--- src/rtl/supercar_scanner.sv ---
// Bouncing "Supercar" LED scanner driven by one-cycle step pulses, with a programmable end dwell.
// Optional build macro SUPERCAR_TRAIL_EN adds a trailing LED at the previous position.
module supercar_scanner #(
   parameter int unsigned N_LED = 8,
   parameter int unsigned DWELL = 0,
   parameter int unsigned POS_W = $clog2(N_LED)
) (
   input  logic             clk_i,
   input  logic             rst_i,
   input  logic             run_i,
   input  logic             step_i,
   output logic [N_LED-1:0] led_o,
   output logic [POS_W-1:0] pos_o,
   output logic             dir_o,
   output logic             edge_o
);

   localparam int unsigned DcntW = (DWELL > 0) ? $clog2(DWELL + 1) : 1;

   localparam logic [POS_W-1:0] PosZero  = '0;
   localparam logic [POS_W-1:0] PosOne   = POS_W'(1);
   localparam logic [POS_W-1:0] PosTop   = POS_W'(N_LED - 1);
   localparam logic [POS_W-1:0] PosTopM1 = POS_W'(N_LED - 2);
   localparam logic [DcntW-1:0] DcntOne  = DcntW'(1);
   localparam logic [DcntW-1:0] DcntMax  = DcntW'(DWELL);
   localparam logic [N_LED-1:0] LedOne   = N_LED'(1);
   // With two LEDs every turnaround lands directly on the opposite end.
   localparam logic             TwoLed   = (N_LED == 2);

   typedef enum logic [1:0] {
      StIdle,
      StUp,
      StDown
   } state_e;

   state_e             state_q, state_d;
   logic [POS_W-1:0]   pos_q,   pos_d;
   logic [DcntW-1:0]   dcnt_q,  dcnt_d;
   logic               dir_q,   dir_d;
   logic               edge_q,  edge_d;
   logic [N_LED-1:0]   led_q,   led_d;
`ifdef SUPERCAR_TRAIL_EN
   logic [POS_W-1:0]   prev_q,  prev_d;
`endif

   always_ff @(posedge clk_i) begin
      if (rst_i) begin
         state_q <= StIdle;
         pos_q   <= '0;
         dcnt_q  <= '0;
         dir_q   <= 1'b0;
         edge_q  <= 1'b0;
         led_q   <= '0;
`ifdef SUPERCAR_TRAIL_EN
         prev_q  <= '0;
`endif
      end else begin
         state_q <= state_d;
         pos_q   <= pos_d;
         dcnt_q  <= dcnt_d;
         dir_q   <= dir_d;
         edge_q  <= edge_d;
         led_q   <= led_d;
`ifdef SUPERCAR_TRAIL_EN
         prev_q  <= prev_d;
`endif
      end
   end

   always_comb begin
      state_d = state_q;
      pos_d   = pos_q;
      dcnt_d  = dcnt_q;
      dir_d   = dir_q;
      edge_d  = 1'b0;
`ifdef SUPERCAR_TRAIL_EN
      prev_d  = prev_q;
`endif

      if (!run_i) begin
         state_d = StIdle;
         pos_d   = PosZero;
         dcnt_d  = '0;
         dir_d   = 1'b0;
`ifdef SUPERCAR_TRAIL_EN
         prev_d  = PosZero;
`endif
      end else begin
         unique case (state_q)
            StIdle: begin
               state_d = StUp;
               pos_d   = PosZero;
               dcnt_d  = '0;
               dir_d   = 1'b0;
`ifdef SUPERCAR_TRAIL_EN
               prev_d  = PosZero;
`endif
            end
            StUp: begin
               if (step_i) begin
`ifdef SUPERCAR_TRAIL_EN
                  // A dwell step reloads the same position, collapsing the trail to one LED.
                  prev_d = pos_q;
`endif
                  if (pos_q != PosTop) begin
                     pos_d  = pos_q + PosOne;
                     edge_d = (pos_q == PosTopM1);
                  end else if (dcnt_q != DcntMax) begin
                     dcnt_d = dcnt_q + DcntOne;
                  end else begin
                     state_d = StDown;
                     pos_d   = PosTopM1;
                     dcnt_d  = '0;
                     dir_d   = 1'b1;
                     edge_d  = TwoLed;
                  end
               end
            end
            StDown: begin
               if (step_i) begin
`ifdef SUPERCAR_TRAIL_EN
                  prev_d = pos_q;
`endif
                  if (pos_q != PosZero) begin
                     pos_d  = pos_q - PosOne;
                     edge_d = (pos_q == PosOne);
                  end else if (dcnt_q != DcntMax) begin
                     dcnt_d = dcnt_q + DcntOne;
                  end else begin
                     state_d = StUp;
                     pos_d   = PosOne;
                     dcnt_d  = '0;
                     dir_d   = 1'b0;
                     edge_d  = TwoLed;
                  end
               end
            end
            default: begin
               state_d = StIdle;
               pos_d   = PosZero;
               dcnt_d  = '0;
               dir_d   = 1'b0;
            end
         endcase
      end
   end

   always_comb begin
      led_d = '0;
      if (state_d != StIdle) begin
`ifdef SUPERCAR_TRAIL_EN
         led_d = (LedOne << pos_d) | (LedOne << prev_d);
`else
         led_d = LedOne << pos_d;
`endif
      end
   end

   assign led_o  = led_q;
   assign pos_o  = pos_q;
   assign dir_o  = dir_q;
   assign edge_o = edge_q;

endmodule

--- config.mk ---
export PLATFORM = sky130hd
export DESIGN_NAME = supercar_scanner
export DESIGN_NICKNAME = d
export VERILOG_FILES = /design/src/rtl/supercar_scanner.sv
export SDC_FILE = /design/constraint.sdc
export NUM_CORES = 1
export LEC_CHECK = 0
export ABC_AREA = 1
export CORE_MARGIN = 5
export CORE_UTILIZATION = 44
export CTS_CLUSTER_SIZE = 20
export DETAILED_ROUTE_END_ITERATION = 12
export PLACE_DENSITY = 0.79
export SYNTH_ARGS = -nofsm -noshare
export SYNTH_HDL_FRONTEND = slang
export SYNTH_SLANG_ARGS = --single-unit
--- constraint.sdc ---
create_clock -name clk_i -period 1.4 [get_ports clk_i]
set_input_delay 0.28 -clock clk_i [delete_from_list [all_inputs] [get_ports clk_i]]
set_output_delay 0.28 -clock clk_i [all_outputs]
set_load 0.02 [all_outputs]
==> impl_metrics.env <==
export IMPL_drc=0
export IMPL_yosysTopAreaCellShare=0.370
export IMPL_slew_headroom=0.806
export IMPL_cp_slowest_cell="dfxtp_4"
export IMPL_yosysSeqAreaShare=0.370
export IMPL_async_flop_share=0
export IMPL_final_net_count=169
export IMPL_syn_inst=112
export IMPL_synth_commonest_cells="nand2_1 (27), inv_1 (17), dfxtp_1 (15), nor2_1 (15), ha_1 (10)"
export IMPL_cts_tree="built"
export IMPL_fin_hold_ws_ps=444
export IMPL_gp_congestion=0.833
export IMPL_overflow=0
export IMPL_num_vias=877
export IMPL_outcome="finished with violations"
export IMPL_startpoint_type="register"
export IMPL_core_area_sq_um=1750
export IMPL_clk_latency_ps=280
export IMPL_crit_fanout=3
export IMPL_highest_layer="met4"
export IMPL_yosys_warnings=0
export IMPL_crit_top_cell="nand2_2"
export IMPL_dp_slack_ps=-212
export IMPL_worst_setup_path_type="reg -> reg"
export IMPL_path_cells="inv_4 -> ha_4 -> ha_4 -> nand2_2 -> nand2_2 -> a21oi_2 -> nand2_2 -> buf_4 -> buf_4 -> inv_1"
export IMPL_fin_crit_ps=1470
export IMPL_regArea_sq_um=312
export IMPL_grt_max_degree=10
export IMPL_yosys_area_top_type="dfxtp_1"
export IMPL_cts_num_sinks=15
export IMPL_cp_end_kind="register"
export IMPL_setup_violations_final=9
export IMPL_route_met3_wl_um=82
export IMPL_start_util=0.465
export IMPL_layout_setup_ws_ps=-73.9
export IMPL_setup_tns_ps=-324
export IMPL_synthDistinctLibCells=20
export IMPL_cp_top_family="flip-flops"
export IMPL_multiInputGateArea_sq_um=618
export IMPL_worst_pin_slew_ps=291
export IMPL_routedWlPerCell_um=12.7
export IMPL_hpwl_um=1500
export IMPL_ys_top_cells_by_area="dfxtp_1 (37%), ha_1 (15%), nand2_1 (12%), inv_1 (7.9%), nor2_1 (6.9%)"
export IMPL_die_w_um=53.0
export IMPL_die_area_sq_um=2800
export IMPL_wl_um=2280
export IMPL_irDropWorstVdd_uv=710
export IMPL_drive_above_1_share=0.513
export IMPL_synth_most_common_cell="nand2_1"
export IMPL_cts_hold_buffers_added=0
export IMPL_fp_row_count=15
export IMPL_critPathBufInv=4
export IMPL_fin_crit_sh=1.05
export IMPL_hold_viol=0
export IMPL_finalClockSkew_ps=0.730
export IMPL_drt_iter0_drc=23
export IMPL_cp_required_ps=1630
export IMPL_rsz0062_at_grt="true"
export IMPL_ant_nets=0
export IMPL_finalNonFillerCells=179
export IMPL_n_antenna_cell=0
export IMPL_dieHeight_um=53.0
export IMPL_dr_pass1_iters=4
export IMPL_grt_first_pass_wirelength_um=3710
export IMPL_hp_class="in -> reg"
export IMPL_violations="negative setup slack"
export IMPL_syn_nets=126
export IMPL_critPathMaxStageDelay_ps=380
export IMPL_cts_buffers=3
export IMPL_first_global_vias=862
export IMPL_finalMaxSlewViolations=0
export IMPL_avgSynthCellArea_sq_um=7.25
export IMPL_maxCapViolCount=0
export IMPL_wl_met1_um=977
export IMPL_powerDensity_nw_per_um2=570
export IMPL_clockBufferDepth=2
export IMPL_io_buffers=16
export IMPL_fmax_mhz=678
export IMPL_netlist_area_sq_um=812
export IMPL_fill_cells=121
export IMPL_cts_max_level=1
export IMPL_synth_edff_count=0
export IMPL_grt_usage=0.179
export IMPL_wl_met2_um=1170
export IMPL_antenna_found_initial=0
export IMPL_viasPerCell=4.90
export IMPL_crit_arrival_ps=1710
export IMPL_numPlacedInstances=170
export IMPL_syn2layout_area_growth_pct=70.1
export IMPL_ys_flop_type="dfxtp_1"
export IMPL_ys_ff_latch=15
export IMPL_root_buffer="clkbuf_4"
export IMPL_path_clk_slew_ps=90
export IMPL_io_pins=17
export IMPL_p_leak_nw=0.680
==> path summary, 6_finish.rpt <==
path | from | to | slack, ps | cells after the start
worst min register to register | dir_o | dir_o | 520 | 2
worst min-delay path | step_i | edge_o | 440 | 3
worst max-delay path | pos_o[1] | state_q[1] | -70 | 10
worst max register to register | pos_o[1] | state_q[1] | -70 | 10
==> cell families (layout without fill, tap and decap cells) <==
| group | after synthesis | in the layout | share of synthesized area |
|---|---|---|---|
| buffers and inverters | 20 | 62 | 0.0971 |
| AOI/OAI and AO/OA | 12 | 12 | 0.0878 |
| DFF | 15 | 15 | 0.370 |
| adders and majority gates | 10 | 10 | 0.154 |
| and+or+nand+nor | 55 | 55 | 0.291 |
==> layout make-up <==
cell class	count	share of cell area
Tap cell	25	0.0226
Multi-Input combinational cell	77	0.447
Sequential cell	15	0.226
Inverter	19	0.0553
Timing Repair Buffer	39	0.229
Clock inverter	1	0.00362
Clock buffer	3	0.0163
==> report_power, final <==
part	switching [W]	total, W	internal [W]
Sequential	0.00000230	0.000429	0.000427
Clock	0.000143	0.000249	0.000106
Combinational	0.0000608	0.000109	0.0000484
==> stage by stage <==
step,instance area (sq um),utilization,power (W)
finish,1380,0.791,0.000788
global route,1380,0.791,0.000818
CTS,1270,0.729,0.000771
detailed placement,1150,0.662,0.000519
global placement,1150,0.662,0.000517
floorplan,836,-,0.000477
==> layer usage <==
metal | global-route usage | vias to the layer above
met5 | 0 | -
met4 | 0.0979 | 0
met3 | 0.0141 | 6
met2 | 0.314 | 32
met1 | 0.211 | 410
li1 | - | 429
==> worst min-delay path, delay by kind of cell <==
family	cells	cell delay, ps
buffers and inverters	1	210
AND/OR/NAND/NOR	2	200
==> what timing repair did <==
item,in CTS,in global routing
setup buffers,2,3
setup endpoints to repair,22,14
pin swaps,6,14
resized for setup,38,26
gates cloned,0,0
endpoints found under the hold margin,0,0
==> registers in the layout, summed over array words and instances, names as in the netlist <==
signal / count
edge_o: 1
pos_o: 3
led_o: 8
state_q: 2
dir_o: 1
==> placed cells by master (no fill, tap or decap), drive strengths merged, types with 2 or more instances in the layout <==
master / synthesis / layout
a21oi: 7 / 7
buf: 1 / 23
clkbuf: 0 / 4
clkdlybuf4s50: 0 / 2
dfxtp: 15 / 15
dlygate4sd2: 0 / 11
ha: 10 / 10
inv: 19 / 19
nand2: 30 / 30
nand3: 6 / 6
nor2: 15 / 15
o21ai: 3 / 3
(Power assumes the default switching activity.)
